`src/rtl/sprite_line_scheduler.sv`:
```
// Per-scanline sprite scheduler: during hblank, scans the descriptor table and
// fills the hardware slot table with the lowest-indexed sprites that hit the next line.
module sprite_line_scheduler #(
    parameter int NUM_SPRITES = 8,
    parameter int NUM_SLOTS   = 4,
    parameter int Y_WIDTH     = 10,
    parameter int H_WIDTH     = 6,
    localparam int SPR_W      = $clog2(NUM_SPRITES),
    localparam int SLOT_W     = $clog2(NUM_SLOTS)
) (
    input  logic                 wb_clk_i,
    input  logic                 wb_rst_i,
    input  logic                 hblank_start,
    input  logic [Y_WIDTH-1:0]   next_line,
    output logic [SPR_W-1:0]     desc_addr,
    input  logic                 desc_en,
    input  logic [Y_WIDTH-1:0]   desc_y,
    input  logic [H_WIDTH-1:0]   desc_h,
    output logic                 slot_we,
    output logic [SLOT_W-1:0]    slot_idx,
    output logic [SPR_W-1:0]     slot_sprite,
    output logic [H_WIDTH-1:0]   slot_row,
    output logic [NUM_SLOTS-1:0] slot_valid,
    output logic                 commit,
    output logic                 overflow,
    output logic                 busy
);

    localparam int CNT_W = SPR_W + 2;
    localparam int HC_W  = SLOT_W + 1;

    typedef enum logic [1:0] {
        IDLE   = 2'd0,
        SCAN   = 2'd1,
        COMMIT = 2'd2
    } state_t;

    state_t               state_reg;
    state_t               state_next;
    logic [Y_WIDTH-1:0]   line_reg;
    logic [CNT_W-1:0]     cnt_reg;
    logic [HC_W-1:0]      hit_count_reg;
    logic                 drop_reg;
    logic [SPR_W-1:0]     desc_addr_reg;
    logic                 slot_we_reg;
    logic [SLOT_W-1:0]    slot_idx_reg;
    logic [SPR_W-1:0]     slot_sprite_reg;
    logic [H_WIDTH-1:0]   slot_row_reg;
    logic [NUM_SLOTS-1:0] slot_valid_reg;
    logic                 overflow_reg;

    logic                 eval_active;
    logic                 scan_last;
    logic                 hit;
    logic                 slots_full;
    logic [Y_WIDTH-1:0]   diff;
    logic [SPR_W-1:0]     eval_idx;
    logic [NUM_SLOTS-1:0] valid_mask;

    // cnt_reg counts cycles spent in SCAN; descriptor i returns when cnt_reg == i+1,
    // and the extra cycle at NUM_SPRITES+1 lets the last hit land in the count.
    assign eval_active = (state_reg == SCAN) && (cnt_reg != '0)
                         && (cnt_reg <= CNT_W'(NUM_SPRITES));
    assign scan_last   = (state_reg == SCAN) && (cnt_reg == CNT_W'(NUM_SPRITES + 1));
    assign eval_idx    = SPR_W'(cnt_reg - CNT_W'(1));
    assign diff        = line_reg - desc_y;
    assign hit         = eval_active && desc_en
                         && (diff < {{(Y_WIDTH - H_WIDTH){1'b0}}, desc_h});
    assign slots_full  = (hit_count_reg == HC_W'(NUM_SLOTS));

    generate
        for (genvar gi = 0; gi < NUM_SLOTS; gi++) begin : g_mask
            assign valid_mask[gi] = (hit_count_reg > HC_W'(gi));
        end
    endgenerate

    always_ff @(posedge wb_clk_i) begin
        if (wb_rst_i) begin
            state_reg <= IDLE;
        end else begin
            state_reg <= state_next;
        end
    end

    always_comb begin
        state_next = state_reg;
        case (state_reg)
            IDLE:    if (hblank_start) state_next = SCAN;
            SCAN:    if (scan_last) state_next = COMMIT;
            COMMIT:  state_next = IDLE;
            default: state_next = IDLE;
        endcase
    end

    always_ff @(posedge wb_clk_i) begin
        if (wb_rst_i) begin
            line_reg        <= '0;
            cnt_reg         <= '0;
            hit_count_reg   <= '0;
            drop_reg        <= 1'b0;
            desc_addr_reg   <= '0;
            slot_we_reg     <= 1'b0;
            slot_idx_reg    <= '0;
            slot_sprite_reg <= '0;
            slot_row_reg    <= '0;
            slot_valid_reg  <= '0;
            overflow_reg    <= 1'b0;
        end else begin
            slot_we_reg <= 1'b0;
            case (state_reg)
                IDLE: begin
                    if (hblank_start) begin
                        line_reg      <= next_line;
                        cnt_reg       <= '0;
                        hit_count_reg <= '0;
                        drop_reg      <= 1'b0;
                        desc_addr_reg <= '0;
                    end
                end
                SCAN: begin
                    cnt_reg <= cnt_reg + CNT_W'(1);
                    if (desc_addr_reg != SPR_W'(NUM_SPRITES - 1)) begin
                        desc_addr_reg <= desc_addr_reg + SPR_W'(1);
                    end
                    if (hit) begin
                        if (slots_full) begin
                            drop_reg <= 1'b1;
                        end else begin
                            slot_we_reg     <= 1'b1;
                            slot_idx_reg    <= hit_count_reg[SLOT_W-1:0];
                            slot_sprite_reg <= eval_idx;
                            slot_row_reg    <= diff[H_WIDTH-1:0];
                            hit_count_reg   <= hit_count_reg + HC_W'(1);
                        end
                    end
                    if (scan_last) begin
                        slot_valid_reg <= valid_mask;
                        overflow_reg   <= drop_reg;
                    end
                end
                default: ;
            endcase
        end
    end

    assign desc_addr   = desc_addr_reg;
    assign slot_we     = slot_we_reg;
    assign slot_idx    = slot_idx_reg;
    assign slot_sprite = slot_sprite_reg;
    assign slot_row    = slot_row_reg;
    assign slot_valid  = slot_valid_reg;
    assign overflow    = overflow_reg;
    assign commit      = (state_reg == COMMIT);
    assign busy        = (state_reg != IDLE);

endmodule
```
`config.mk`:
```
export PLATFORM = sky130hd
export DESIGN_NAME = sprite_line_scheduler
export DESIGN_NICKNAME = d
export VERILOG_FILES = /design/src/rtl/sprite_line_scheduler.sv
export SDC_FILE = /design/constraint.sdc
export NUM_CORES = 1
export LEC_CHECK = 0
export ABC_AREA = 1
export CORE_ASPECT_RATIO = 1.5
export CORE_MARGIN = 1.5
export CORE_UTILIZATION = 51
export DETAILED_ROUTE_END_ITERATION = 8
export PLACE_DENSITY = 0.8
export SLEW_MARGIN = 5
export SYNTH_ARGS = -nofsm -noshare
export SYNTH_HDL_FRONTEND = slang
export SYNTH_SLANG_ARGS = --single-unit
```
`constraint.sdc`:
```
create_clock -name wb_clk_i -period 3.6 [get_ports wb_clk_i]
set_input_delay 0.72 -clock wb_clk_i [delete_from_list [all_inputs] [get_ports wb_clk_i]]
set_output_delay 0.72 -clock wb_clk_i [all_outputs]
set_load 0.03 [all_outputs]
```
==> Word-level counts from Yosys, hierarchy flattened <==
Index checks and enable logic that the tools add are counted.
{ "totals": {"register_bits": 41, "latch_bits": 0, "mem_bits_rw": 0, "mem_bits_ro": 0, "input_bits": 30, "out_inout_bits": 22, "n_memories": 0} }
{ "op_classes": {"add_sub_neg": 5, "n_mul": 0, "div_mod_pow": 0, "magnitude_cmp": 6, "n_eq_ne": 11, "shift": 0, "mux": 16, "bitwise": 3, "reduce_logical": 18} }
{ "ops": {"columns": ["cell", "n"], "rows": [
  ["$mux W3", 4],
  ["$pmux W3 S2", 2],
  ["$lt A10 B6 Y1", 1],
  ["$ne A2 B2 Y1 const B", 5],
  ["$pmux W5 S2", 1],
  ["$sub A10 B10 Y10", 1],
  ["$reduce_and A2 Y1", 4],
  ["$reduce_and A4 Y1", 2],
  ["$add A3 B1 Y3 const B", 2],
  ["$gt A3 B1 Y1 const B", 2],
  ["$gt A3 B2 Y1 const B", 2],
  ["$reduce_and A3 Y1", 2],
  ["$add A5 B1 Y5 const B", 1],
  ["$eq A5 B4 Y1 const B", 1],
  ["$le A5 B4 Y1 const B", 1],
  ["$logic_and A1 B1 Y1", 5],
  ["$mux W5", 1],
  ["$reduce_bool A5 Y1", 1],
  ["$mux W1", 4],
  ["$mux W2", 2],
  ["$pmux W2 S2", 1],
  ["$reduce_bool A2 Y1", 2],
  ["$eq A3 B3 Y1 const B", 1],
  ["$ne A3 B3 Y1 const B", 1],
  ["8 further kinds", 10]
]} }

==> Depth between registers and ports, before layout <==
{ "logic_depth": {"depth_word": 7, "ltp_mapped": 19, "mapped_depth_nobuf": 19} }

==> Least setup slack after synthesis <==
No wires, ideal clock.
{ "synth_timing": {"path_type": "input port to flip-flop", "start": "input desc_y[4]", "end": "register slot_idx_reg[0], in the netlist slot_idx[0]", "setup_time_ps": 65, "arrival_ps": 2721, "setup_slack_ps": 814, "path_stages": 19, "cell_sequence": "inv_1 ha_1 nand2_2 inv_1 nand2_1 nand2_1 a21oi_1 xnor2_1 ha_1 nor2_1 nand3_1 nor2_1 nand2_1 nor2_2 nand4_4 clkinv_2 buf_8 nor2_2 nor2_1"} }
{ "synth_via": {"elab_chain_len": 4} }
{ "synth_lines": {"columns": ["item", "line", "source"], "rows": [
  ["from (decl)", "17", "input logic [Y_WIDTH-1:0] desc_y,"],
  ["$sub A10 B10 Y10", "66", "assign diff = line_reg - desc_y;"],
  ["net diff[5]", "56", "logic [Y_WIDTH-1:0] diff;"],
  ["$lt A10 B6 Y1", "68", "&& (diff < {{(Y_WIDTH - H_WIDTH){1'b0}}, desc_h});"],
  ["$logic_and A1 B1 Y1", "68", null],
  ["$reduce_and A3 Y1 (no source line)", null, null],
  ["to (signal assigned)", "130", "slot_idx_reg <= hit_count_reg[SLOT_W-1:0];"],
  ["to (decl)", "46", "logic [SLOT_W-1:0] slot_idx_reg;"]
]} }
The timed path passes the listed nets, and every way through them passes these cells.
A chain may end at the register's enable or synchronous reset.

==> Final worst setup path <==
Same ends and word-level chain as after synthesis.

==> key figures <==
Placement
  – Placed cells: approximately 470
  – Dpl hpwl: roughly 4.4 mm
  – Port-buffer cells: roughly 50
  – Placer's final routability congestion estimate: 0.8778

Critical path
  – Critical path startpoint category: primary input
  – Worst Path Buf+Inv: 4
  – CP max stage delay: about 460 ps
  – Slowest CP cell: clkdlybuf4s50_1
  – R2r setup slk: slightly above 900 ps
  – Crit Path Max Fanout: 11
  – CP startpoint: desc_y[4]
  – RR Startpoint: line_reg[0]
  – Data arrival time of the worst path: between 3000 and 4000 ps
  – R2R depth: 15
  – Worst path required time: roughly 3800 ps
  – R2r endpoint: slot_idx[0]
  – Crit path to: slot_idx[0]
  – CP Class: in2reg
  – CP top delay family: simple AND/OR/NAND/NOR gates
  – Worst path depth: 19
  – Worst-path cell chain: clkdlybuf4s50_1 -> inv_1 -> ha_1 -> nand2_2 -> inv_1 -> nand2_1 -> nand2_1 -> a21oi_1 -> xnor2_1 -> ha_1 -> nor2_1 -> nand3_1 -> nor2_1 -> nand2_1 -> nor2_2 -> nand4_4 -> clkinv_2 -> nor2_2 -> nor2_1
  – Critical path endpoint category: flip-flop

Clock network
  – Worst-path clk slew: ~90 ps
  – CTS H-Tree Depth: 2
  – CTS tree: done
  – Root buffer cell: clkbuf_8
  – Post-CTS setup buffers: 0
  – Clock sinks: ~40
  – CTS Buf Count: 5
  – CTS Buffer Depth: 2
  – Clk_lat worst skew: ~290 ps

Final layout
  – Max FFs per register: 10
  – Fin cells: slightly below 500
  – Antenna Cells: 0
  – Final Net Count: 470
  – Area growth, synth to finish: 26.88%
  – Share of cells above drive strength 1: 0.1060

Route
  – 1st-pass router iterations: 4
  – Routed Antenna Nets: 0
  – Mean routed wirelength per cell: between 10 and 15 µm
  – DR vias/cell: roughly 5.0
  – Drt total wl: around 5.7 mm
  – DRC Markers: 0
  – DR iter-0 viols: 73
  – Vias: roughly 2400

Synth
  – Synth top area share: 0.3259
  – Top_reg_cell synth: dfxtp_1
  – FFs w/ async S/R, synth: 0
  – Largest family of logic cells by synthesized area: simple AND/OR/NAND/NOR gates
  – Syn avg cell area: 6.958 µm²
  – Syn_nets: roughly 420
  – Cells after Synth: roughly 360
  – Synth Area in Compound Gates: 0.1148
  – Post-Synth Simple-Gate Area: 0.2946
  – Synth area leader: dfxtp_1
  – Yosys reg bits: 41
  – Sequential area share after synthesis: 0.3259
  – Dominant cells by area after synthesis: dfxtp_1 33%, ha_1 12%, nand2_1 9.5%
  – Commonest cells in the netlist: 64 x nand2_1, 55 x inv_1, 52 x nor2_1
  – Most common cell in the netlist: nand2_1
  – Syn Std Cell Area: ~0.0025 mm²
  – Post-synth EDFFs: 0
  – YS warnings: 0
  – Synth Area in Adders: 0.1321
  – XOR/XNOR share of the synthesized area: 0.02434
  – Mux share of post-synthesis cell area: 0
  – Yosys cell types: 30

Power
  – Static Leakage: approximately 1.5 nW
  – Power Total: roughly 1.1 mW
  – VDD IR max: around 0.00032 V
  – Power density over the cells: 353.1 mW/mm²

Status
  – Status: finished clean

Floorplanning
  – Row count: 31
  – Die height: between 80 and 90 µm
  – Die area: approximately 0.0054 mm²
  – Starting Density: 0.5237
  – CORE AREA: 0.004810 mm²
  – Num ports: 52
  – Die Wd: 60.38 µm

STA
  – Final Max Tran Viols: 0
  – Setup TNS: 0 ps
  – Clock Skew: just under 9 ps
  – Max-slew headroom: 0.4287
  – Fin crit share: 0.9129
  – Tmin final: between 3000 and 4000 ps
  – Final Hold Viols: 0
  – RSZ-0062 raised after global routing: no
  – Final Setup Violations: 0
  – Worst slew pin tran: between 800 and 900 ps
  – Fmax: about 300 MHz

Global route
  – Initial antenna violation count: 0
  – First-pass GRT wire length: slightly above 9 mm
  – Vias in the first global route: ~2200
  – GRT Overall Usage: 0.2249
  – Largest net degree at the start of global routing: 31
  – Overflow after GRT: 0

Job
  – Max-cap violations: 0

Min path
  – Type of the tightest min-delay check: reg2reg
stage by stage:
stage | hold slack [ps] | worst slack (ps) | util | area, µm²
6_report | 477.1 | 313.7 | 0.6644 | 3196
5_1_grt | 489.2 | 23.69 | 0.6644 | 3196
4_1_cts | 467.9 | 264.4 | 0.6623 | 3186
3_5_place_dp | 448.7 | -25.68 | 0.6405 | 3080
3_3_place_gp | 444.8 | 65.08 | 0.6405 | 3080
2_1_floorplan | 429.7 | 813.9 | - | 2519
placed cells by master, fill, tap and decap left out:
cell and instances:
o21ai_1 5, nand4_1 3, fa_1 1, a31oi_1 1, nor3_1 4, inv_2 6, clkinv_2 1, buf_4 1
nand3_1 14, nand2_2 5, o21ai_0 25, nor4_1 1, xnor2_1 3, nor3_2 1, inv_1 55, nand2_1 64
nor2_4 1, nor2_1 52, clkbuf_8 7, xor2_1 4, a21oi_1 20, or2_2 1, nand4_4 1, clkdlybuf4s50_1 51
ha_1 25, inv_6 1, nor2_2 13, nand3_2 4, a21oi_2 2, dfxtp_1 41, a211oi_1 2
repair_timing:
| action | in CTS | in global routing |
|---|---|---|
| resized for setup | 0 | 2 |
| setup endpoints to repair | 0 | 4 |
| hold buffers | 0 | 0 |
worst register-to-register path, cell delays in order (launching register included):
cell	delay (ps)
dfxtp_1	320
inv_1	60
ha_1	210
fa_1	410
inv_1	120
nand2_1	70
nand2_2	80
xor2_1	310
ha_1	300
nand2_1	60
nand2_1	60
nand2_1	120
nand4_4	140
clkinv_2	210
nor2_2	50
nor2_1	110
worst min-delay path by stage:
stage | startpoint | end | slack, ps | depth (start not counted)
3_5_place_dp | drop_reg | overflow | 450 | 2
5_1_grt | drop_reg | overflow | 490 | 2
3_3_place_gp | line_reg[0] | line_reg[0] | 440 | 2
4_1_cts | drop_reg | overflow | 470 | 2
6_report | drop_reg | overflow | 480 | 2
2_1_floorplan | drop_reg | overflow | 430 | 2
report_power, final:
part | total [mW] | switching [mW] | internal, mW | leakage [nW]
Combinational | 0.303 | 0.182 | 0.122 | 1.08
Sequential | 0.484 | 0.0140 | 0.470 | 0.334
Clock | 0.341 | 0.164 | 0.177 | 0.0549
logic make-up after synthesis:
group	Yosys count
DFF	41
and+or+nand+nor	164
xor gates and xnor gates	7
buffers and inverters	69
adders and majority gates	26
AOI/OAI and AO/OA	55
per-layer routing:
| metal | routed length (µm) | GRT usage |
|---|---|---|
| met4 | 88 | 0.06263 |
| met5 | 0 | 0 |
| met1 | 2348 | 0.2423 |
| met3 | 218 | 0.02750 |
| met2 | 3035 | 0.4417 |
final cells by class:
type	count	area, µm²
clock buffers	7	96.34
fillers	447	1614
inverters	62	234.0
repair buffers	52	518.0
multi-input cells	252	1435
clock inverters	1	8.758
flip-flops and latches	41	820.8
well taps	66	82.58
No activity file was read; power rests on OpenSTA's default activity.
